File: config.mk
export PLATFORM = sky130hd
export DESIGN_NAME = writeback_stage_reg
export DESIGN_NICKNAME = d
export VERILOG_FILES = /design/src/rtl/writeback_stage_reg.sv
export SDC_FILE = /design/constraint.sdc
export NUM_CORES = 1
export LEC_CHECK = 0
export ABC_AREA = 1
export BUFFER_PORTS_ARGS = -buffer_cell sky130_fd_sc_hd__buf_4
export CORE_AREA = 5 5 88 130
export CTS_CLUSTER_SIZE = 28
export DETAILED_ROUTE_END_ITERATION = 8
export DIE_AREA = 0 0 93 135
export GPL_ROUTABILITY_DRIVEN = 0
export MAX_ROUTING_LAYER = met4
export PLACE_DENSITY_LB_ADDON = 0.15
export SETUP_SLACK_MARGIN = 0.5
export SYNTH_ARGS = -nofsm -noshare
export SYNTH_HDL_FRONTEND = slang
export SYNTH_SLANG_ARGS = --single-unit
File: constraint.sdc
create_clock -name i_clk -period 2.9 [get_ports i_clk]
set_input_delay 0.145 -clock i_clk [delete_from_list [all_inputs] [get_ports i_clk]]
set_output_delay 0.145 -clock i_clk [all_outputs]
set_load 0.1 [all_outputs]
File: src/rtl/writeback_stage_reg.sv
// MEM/WB pipeline register with sub-word load formatting and register-file write select.
// Optional retire counter (port o_retire_cnt) when WB_RETIRE_CNT_EN is defined.
module writeback_stage_reg #(
    parameter int NBITS     = 32,
    parameter int NREG_BITS = 5,
    parameter int LINK_REG  = 31
) (
    input  logic                 i_clk,
    input  logic                 i_rst_n,
    input  logic                 i_stall,
    input  logic                 i_flush,
    input  logic                 i_valid,
    input  logic                 i_reg_wr,
    input  logic [1:0]           i_wb_src,
    input  logic [1:0]           i_flg_ALU_dst,
    input  logic [1:0]           i_ld_size,
    input  logic                 i_ld_unsigned,
    input  logic [NBITS-1:0]     i_ALU_rslt,
    input  logic [NBITS-1:0]     i_data,
    input  logic [NBITS-1:0]     i_link_pc,
    input  logic [NREG_BITS-1:0] i_rd,
    input  logic [NREG_BITS-1:0] i_rt,
    output logic                 o_valid,
    output logic                 o_wr_en,
    output logic [NBITS-1:0]     o_wr_data,
    output logic [NREG_BITS-1:0] o_reg_sel
`ifdef WB_RETIRE_CNT_EN
    ,
    output logic [31:0]          o_retire_cnt
`endif
);

    localparam logic [NREG_BITS-1:0] LINK_IDX = NREG_BITS'(LINK_REG);

    logic                 r_valid;
    logic                 r_reg_wr;
    logic [1:0]           r_wb_src;
    logic [1:0]           r_dst;
    logic [1:0]           r_ld_size;
    logic                 r_ld_unsigned;
    logic [NBITS-1:0]     r_alu;
    logic [NBITS-1:0]     r_data;
    logic [NBITS-1:0]     r_link_pc;
    logic [NREG_BITS-1:0] r_rd;
    logic [NREG_BITS-1:0] r_rt;

    // Flush only drops the valid bit; the payload keeps whatever it held.
    always_ff @(posedge i_clk or negedge i_rst_n) begin
        if (!i_rst_n) begin
            r_valid       <= 1'b0;
            r_reg_wr      <= 1'b0;
            r_wb_src      <= '0;
            r_dst         <= '0;
            r_ld_size     <= '0;
            r_ld_unsigned <= 1'b0;
            r_alu         <= '0;
            r_data        <= '0;
            r_link_pc     <= '0;
            r_rd          <= '0;
            r_rt          <= '0;
        end else if (i_flush) begin
            r_valid       <= 1'b0;
        end else if (!i_stall) begin
            r_valid       <= i_valid;
            r_reg_wr      <= i_reg_wr;
            r_wb_src      <= i_wb_src;
            r_dst         <= i_flg_ALU_dst;
            r_ld_size     <= i_ld_size;
            r_ld_unsigned <= i_ld_unsigned;
            r_alu         <= i_ALU_rslt;
            r_data        <= i_data;
            r_link_pc     <= i_link_pc;
            r_rd          <= i_rd;
            r_rt          <= i_rt;
        end
    end

    logic [7:0]       w_byte;
    logic [15:0]      w_half;
    logic [NBITS-1:0] w_word;
    logic [NBITS-1:0] w_ld_fmt;

    always_comb begin
        w_byte = r_data[7:0];
        case (r_alu[1:0])
            2'd0:    w_byte = r_data[7:0];
            2'd1:    w_byte = r_data[15:8];
            2'd2:    w_byte = r_data[23:16];
            default: w_byte = r_data[31:24];
        endcase
        w_half = r_alu[1] ? r_data[31:16] : r_data[15:0];
    end

    generate
        if (NBITS == 32) begin : g_word32
            assign w_word = r_data;
        end else begin : g_wordext
            assign w_word = {{(NBITS-32){~r_ld_unsigned & r_data[31]}}, r_data[31:0]};
        end
    endgenerate

    always_comb begin
        w_ld_fmt = w_word;
        case (r_ld_size)
            2'b00:   w_ld_fmt = {{(NBITS-8){~r_ld_unsigned & w_byte[7]}}, w_byte};
            2'b01:   w_ld_fmt = {{(NBITS-16){~r_ld_unsigned & w_half[15]}}, w_half};
            default: w_ld_fmt = w_word;
        endcase
    end

    always_comb begin
        o_reg_sel = r_rt;
        case (r_dst)
            2'b00:   o_reg_sel = r_rt;
            2'b01:   o_reg_sel = r_rd;
            2'b10:   o_reg_sel = '0;
            default: o_reg_sel = LINK_IDX;
        endcase
        o_wr_data = r_link_pc;
        case (r_wb_src)
            2'b00:   o_wr_data = w_ld_fmt;
            2'b01:   o_wr_data = r_alu;
            default: o_wr_data = r_link_pc;
        endcase
    end

    assign o_valid = r_valid;
    // r0 is hardwired zero, so a write aimed at it never strobes.
    assign o_wr_en = r_valid & r_reg_wr & (o_reg_sel != '0);

`ifdef WB_RETIRE_CNT_EN
    logic [31:0] r_retire_cnt;

    always_ff @(posedge i_clk or negedge i_rst_n) begin
        if (!i_rst_n)
            r_retire_cnt <= '0;
        else if (o_wr_en)
            r_retire_cnt <= r_retire_cnt + 32'd1;
    end

    assign o_retire_cnt = r_retire_cnt;
`endif

endmodule

==> impl_metrics.py <==
metrics = {
    "cts": {
        "clockRootBuffer": "clkbuf_16",
        "cts_max_level": 4,
        "clkTransAtPathRegs_ns": 0.05,
        "cts_sinks": 115,
        "tritoncts": "built",
        "cts_buffer_depth": 2,
        "insertion_delay_ns": 0.40,
        "cts_buffers": 17,
    },
    "setup_path": {
        "cp.required_ns": 2.76,
        "cp_top_family": "simple AND/OR/NAND/NOR gates",
        "reg2reg_from": "r_ld_size[1]",
        "path_cells": "nor2_2, o21a_2, nand3_4, nand2_4, nand2_1, nand3_1, buf_4",
        "worstSetupEndpointType": "output pin",
        "cp_data_arrival_time_ns": 2.19,
        "crit_slowest_cell": "dfrtp_2",
        "r2r_slack_ns": 1.73,
        "crit_fanout": 18,
        "crit_buf_inv": 1,
        "worstReg2RegEnd": "r_ld_size[1]",
        "critPathKind": "register to output pin",
        "ff2ff_path_depth": 2,
        "start_kind": "register",
        "cp_slowest_stage_delay_ns": 0.56,
    },
    "final_layout": {
        "layout-drive-gt1-share_pct": 28.2,
        "diodes": 0,
        "fill_cells": 542,
        "area_growth_pct": 54.9,
        "fin_cells": 1059,
        "layout.nets": 1048,
    },
    "place": {
        "io_buffers": 157,
        "dp.cells": 907,
        "dp_hpwl_um": 10700,
    },
    "logic_synthesis": {
        "seq_area_frac_synth_pct": 51.1,
        "syn-instance-count": 664,
        "synth_compound_area_share_pct": 11.6,
        "yosys.area_share.adder_pct": 0,
        "ys_ff_latch": 115,
        "synth_xor_area_share_pct": 0,
        "yosys.area_share.simple_pct": 18.7,
        "synth.area.mux_share_pct": 9.78,
        "avgSynthCellArea_um2": 8.47,
        "synth_cell_types": 26,
        "synth_top_family_by_area": "simple AND/OR/NAND/NOR gates",
        "syn_nets": 783,
        "yosysWarnings": 0,
        "syn_area_um2": 5630,
    },
    "floorplan": {
        "die_h_um": 135,
        "dieArea_um2": 12600,
        "start_util_pct": 55.5,
        "ios": 158,
        "core_area_um2": 10100,
        "die_width_um": 93,
        "rows": 45,
    },
    "power": {
        "power.density_nw_per_um2": 742,
        "irDropWorstVdd_v": 0.000587,
        "power_leakage_nw": 4.24,
    },
    "detailed_routing": {
        "wl_per_cell_um": 17.3,
        "first_iter_violations": 444,
        "postRouteAntennaNets": 0,
        "firstDrtPassIters": 7,
        "num_vias": 5714,
        "wirelength_um": 18300,
        "avgViaCountPerCell": 5.40,
        "drc_errors": 0,
    },
    "timing": {
        "setup_viol": 0,
        "fin_crit_ns": 2.33,
        "finalMaxSlewViolations": 0,
        "finClkSkew_ns": 0,
        "finalHoldViolations": 0,
        "clock.fmax_ghz": 0.429,
        "tns_ns": 0,
        "tightest_slew_ns": 0.723,
        "rsz0062_at_grt": "no",
        "fin_crit_sh_pct": 80.4,
        "maxSlewHeadroom_pct": 51.8,
    },
    "global_route": {
        "overflow": 0,
        "grt_usage_pct": 30.2,
        "grt_max_degree": 181,
        "grt_pass1_wl_um": 28800,
        "antenna_found_initial": 0,
        "first_global_vias": 6031,
    },
    "run": {
        "maxCapViolations": 0,
    },
    "run_status": {
        "outcome": "complete, no violations",
    },
    "min_path": {
        "min_to": "r_data[31]",
        "hp-start": "i_data[31]",
        "hp-class": "input pin to register",
        "hold_depth": 3,
    },
}
## metrics by stage
step | instance area (µm²) | util [%] | total power, mW | hold WS, ns | setup slack (ns)
after floorplan | 5670 | - | 3.60 | -0.151 | 0.613
after global placement | 6890 | 68.0 | 4.12 | 0.189 | 0.519
after detailed placement | 6890 | 68.0 | 4.15 | 0.195 | 0.480
after CTS | 8630 | 85.1 | 6.38 | 0.00173 | 0.530
after global routing | 8720 | 86.0 | 6.71 | 0.0131 | 0.449
final | 8720 | 86.0 | 6.47 | 0.00472 | 0.568
## sequential cells by signal, indices dropped and copies added, names as in the netlist
register,flops
r_alu,32
r_data,32
r_link_pc,32
r_rd,5
r_rt,5
r_dst,2
r_ld_size,2
r_wb_src,2
o_valid,1
r_ld_unsigned,1
r_reg_wr,1
## layout by cell type (no fill, tap or decap), types with 2 or more instances in the layout
master | netlist | final
a21oi_1 | 20 | 20
buf_12 | 0 | 3
buf_4 | 1 | 165
bufinv_16 | 0 | 3
clkbuf_1 | 14 | 3
clkbuf_16 | 0 | 17
clkbuf_8 | 0 | 2
clkinv_2 | 0 | 5
clkinvlp_4 | 0 | 3
dfrtp_1 | 115 | 113
dlygate4sd3_1 | 0 | 112
inv_1 | 83 | 81
mux2_2 | 48 | 48
nand2_1 | 205 | 204
nand2_4 | 1 | 2
nand3_1 | 37 | 37
nor2_1 | 8 | 7
nor2_4 | 1 | 3
o211ai_1 | 4 | 4
o21ai_0 | 82 | 77
o21ai_1 | 1 | 2
o21ai_4 | 0 | 4
o221ai_1 | 2 | 2
o22ai_1 | 13 | 13
## layer usage
metal	track usage (%)	vias up	part of all wire, %
met3	6.02	73	5.7
met5	-	-	0
met2	52.6	282	52
li1	-	2659	-
met4	14.5	0	4.4
met1	32.6	2700	37
## worst register-to-register path, cell delays in order (launching register included)
cell and delay, ns:
dfrtp_2 0.62, inv_1 0.26, o21ai_0 0.21
## Yosys cell counts (all sizes together)
library cell	count	area, µm²
buf	22	124
nor2	11	53.8
nand3	39	213
o221ai	2	17.5
o21ai	83	415
nand2	207	787
dfrtp	115	2880
o21a	1	8.76
a21oi	20	100
o211ai	4	30.0
o22ai	13	81.3
inv	84	315
clkbuf	14	52.6
mux2i	1	10.0
mux2	48	541
## worst max path at each step
stage               slack, ns    startpoint       endpoint  cells after the start
floorplan                0.61      r_dst[0]        o_wr_en                      7
global placement         0.52   r_wb_src[1]   o_wr_data[4]                      6
detailed placement       0.48   r_wb_src[1]   o_wr_data[4]                      6
CTS                      0.53   r_wb_src[1]  o_wr_data[13]                      7
global route             0.45   r_wb_src[1]   o_wr_data[2]                      7
finish                   0.57  r_ld_size[1]  o_wr_data[30]                      7
## kinds of logic (layout without fill, tap and decap cells)
kind of cell,Yosys count,after routing
compound gates,123,123
buf+inv,120,398
mux,49,49
flops,115,115
simple gates,257,257
## area by class of cell
class                   count  area (µm²)  share of cell area, %
well taps                 117         146                   1.68
clock inverters            10         131                   1.51
inverters                  84         323                   3.70
flip-flops and latches    115        2880                   33.1
clock buffers              22         464                   5.33
repair buffers            282        2450                   28.1
multi-input cells         429        2320                   26.6
## where the power goes
part | switching [mW] | leakage (nW) | internal (mW) | total (mW)
combinational | 1.70 | 2.56 | 0.704 | 2.40
sequential | 0.136 | 1.39 | 1.83 | 1.96
clock | 0.715 | 0.294 | 1.39 | 2.10
total | 2.55 | 4.24 | 3.92 | 6.47
## repair_timing
item / CTS / global route
pin swaps: 0 / 2
setup buffers: 0 / 8
gates resized for setup: 6 / 6
hold endpoints to repair: 156 / 0
setup endpoints to repair: 32 / 30
hold buffers: 112 / 0
No activity file was read; power rests on OpenSTA's default activity.
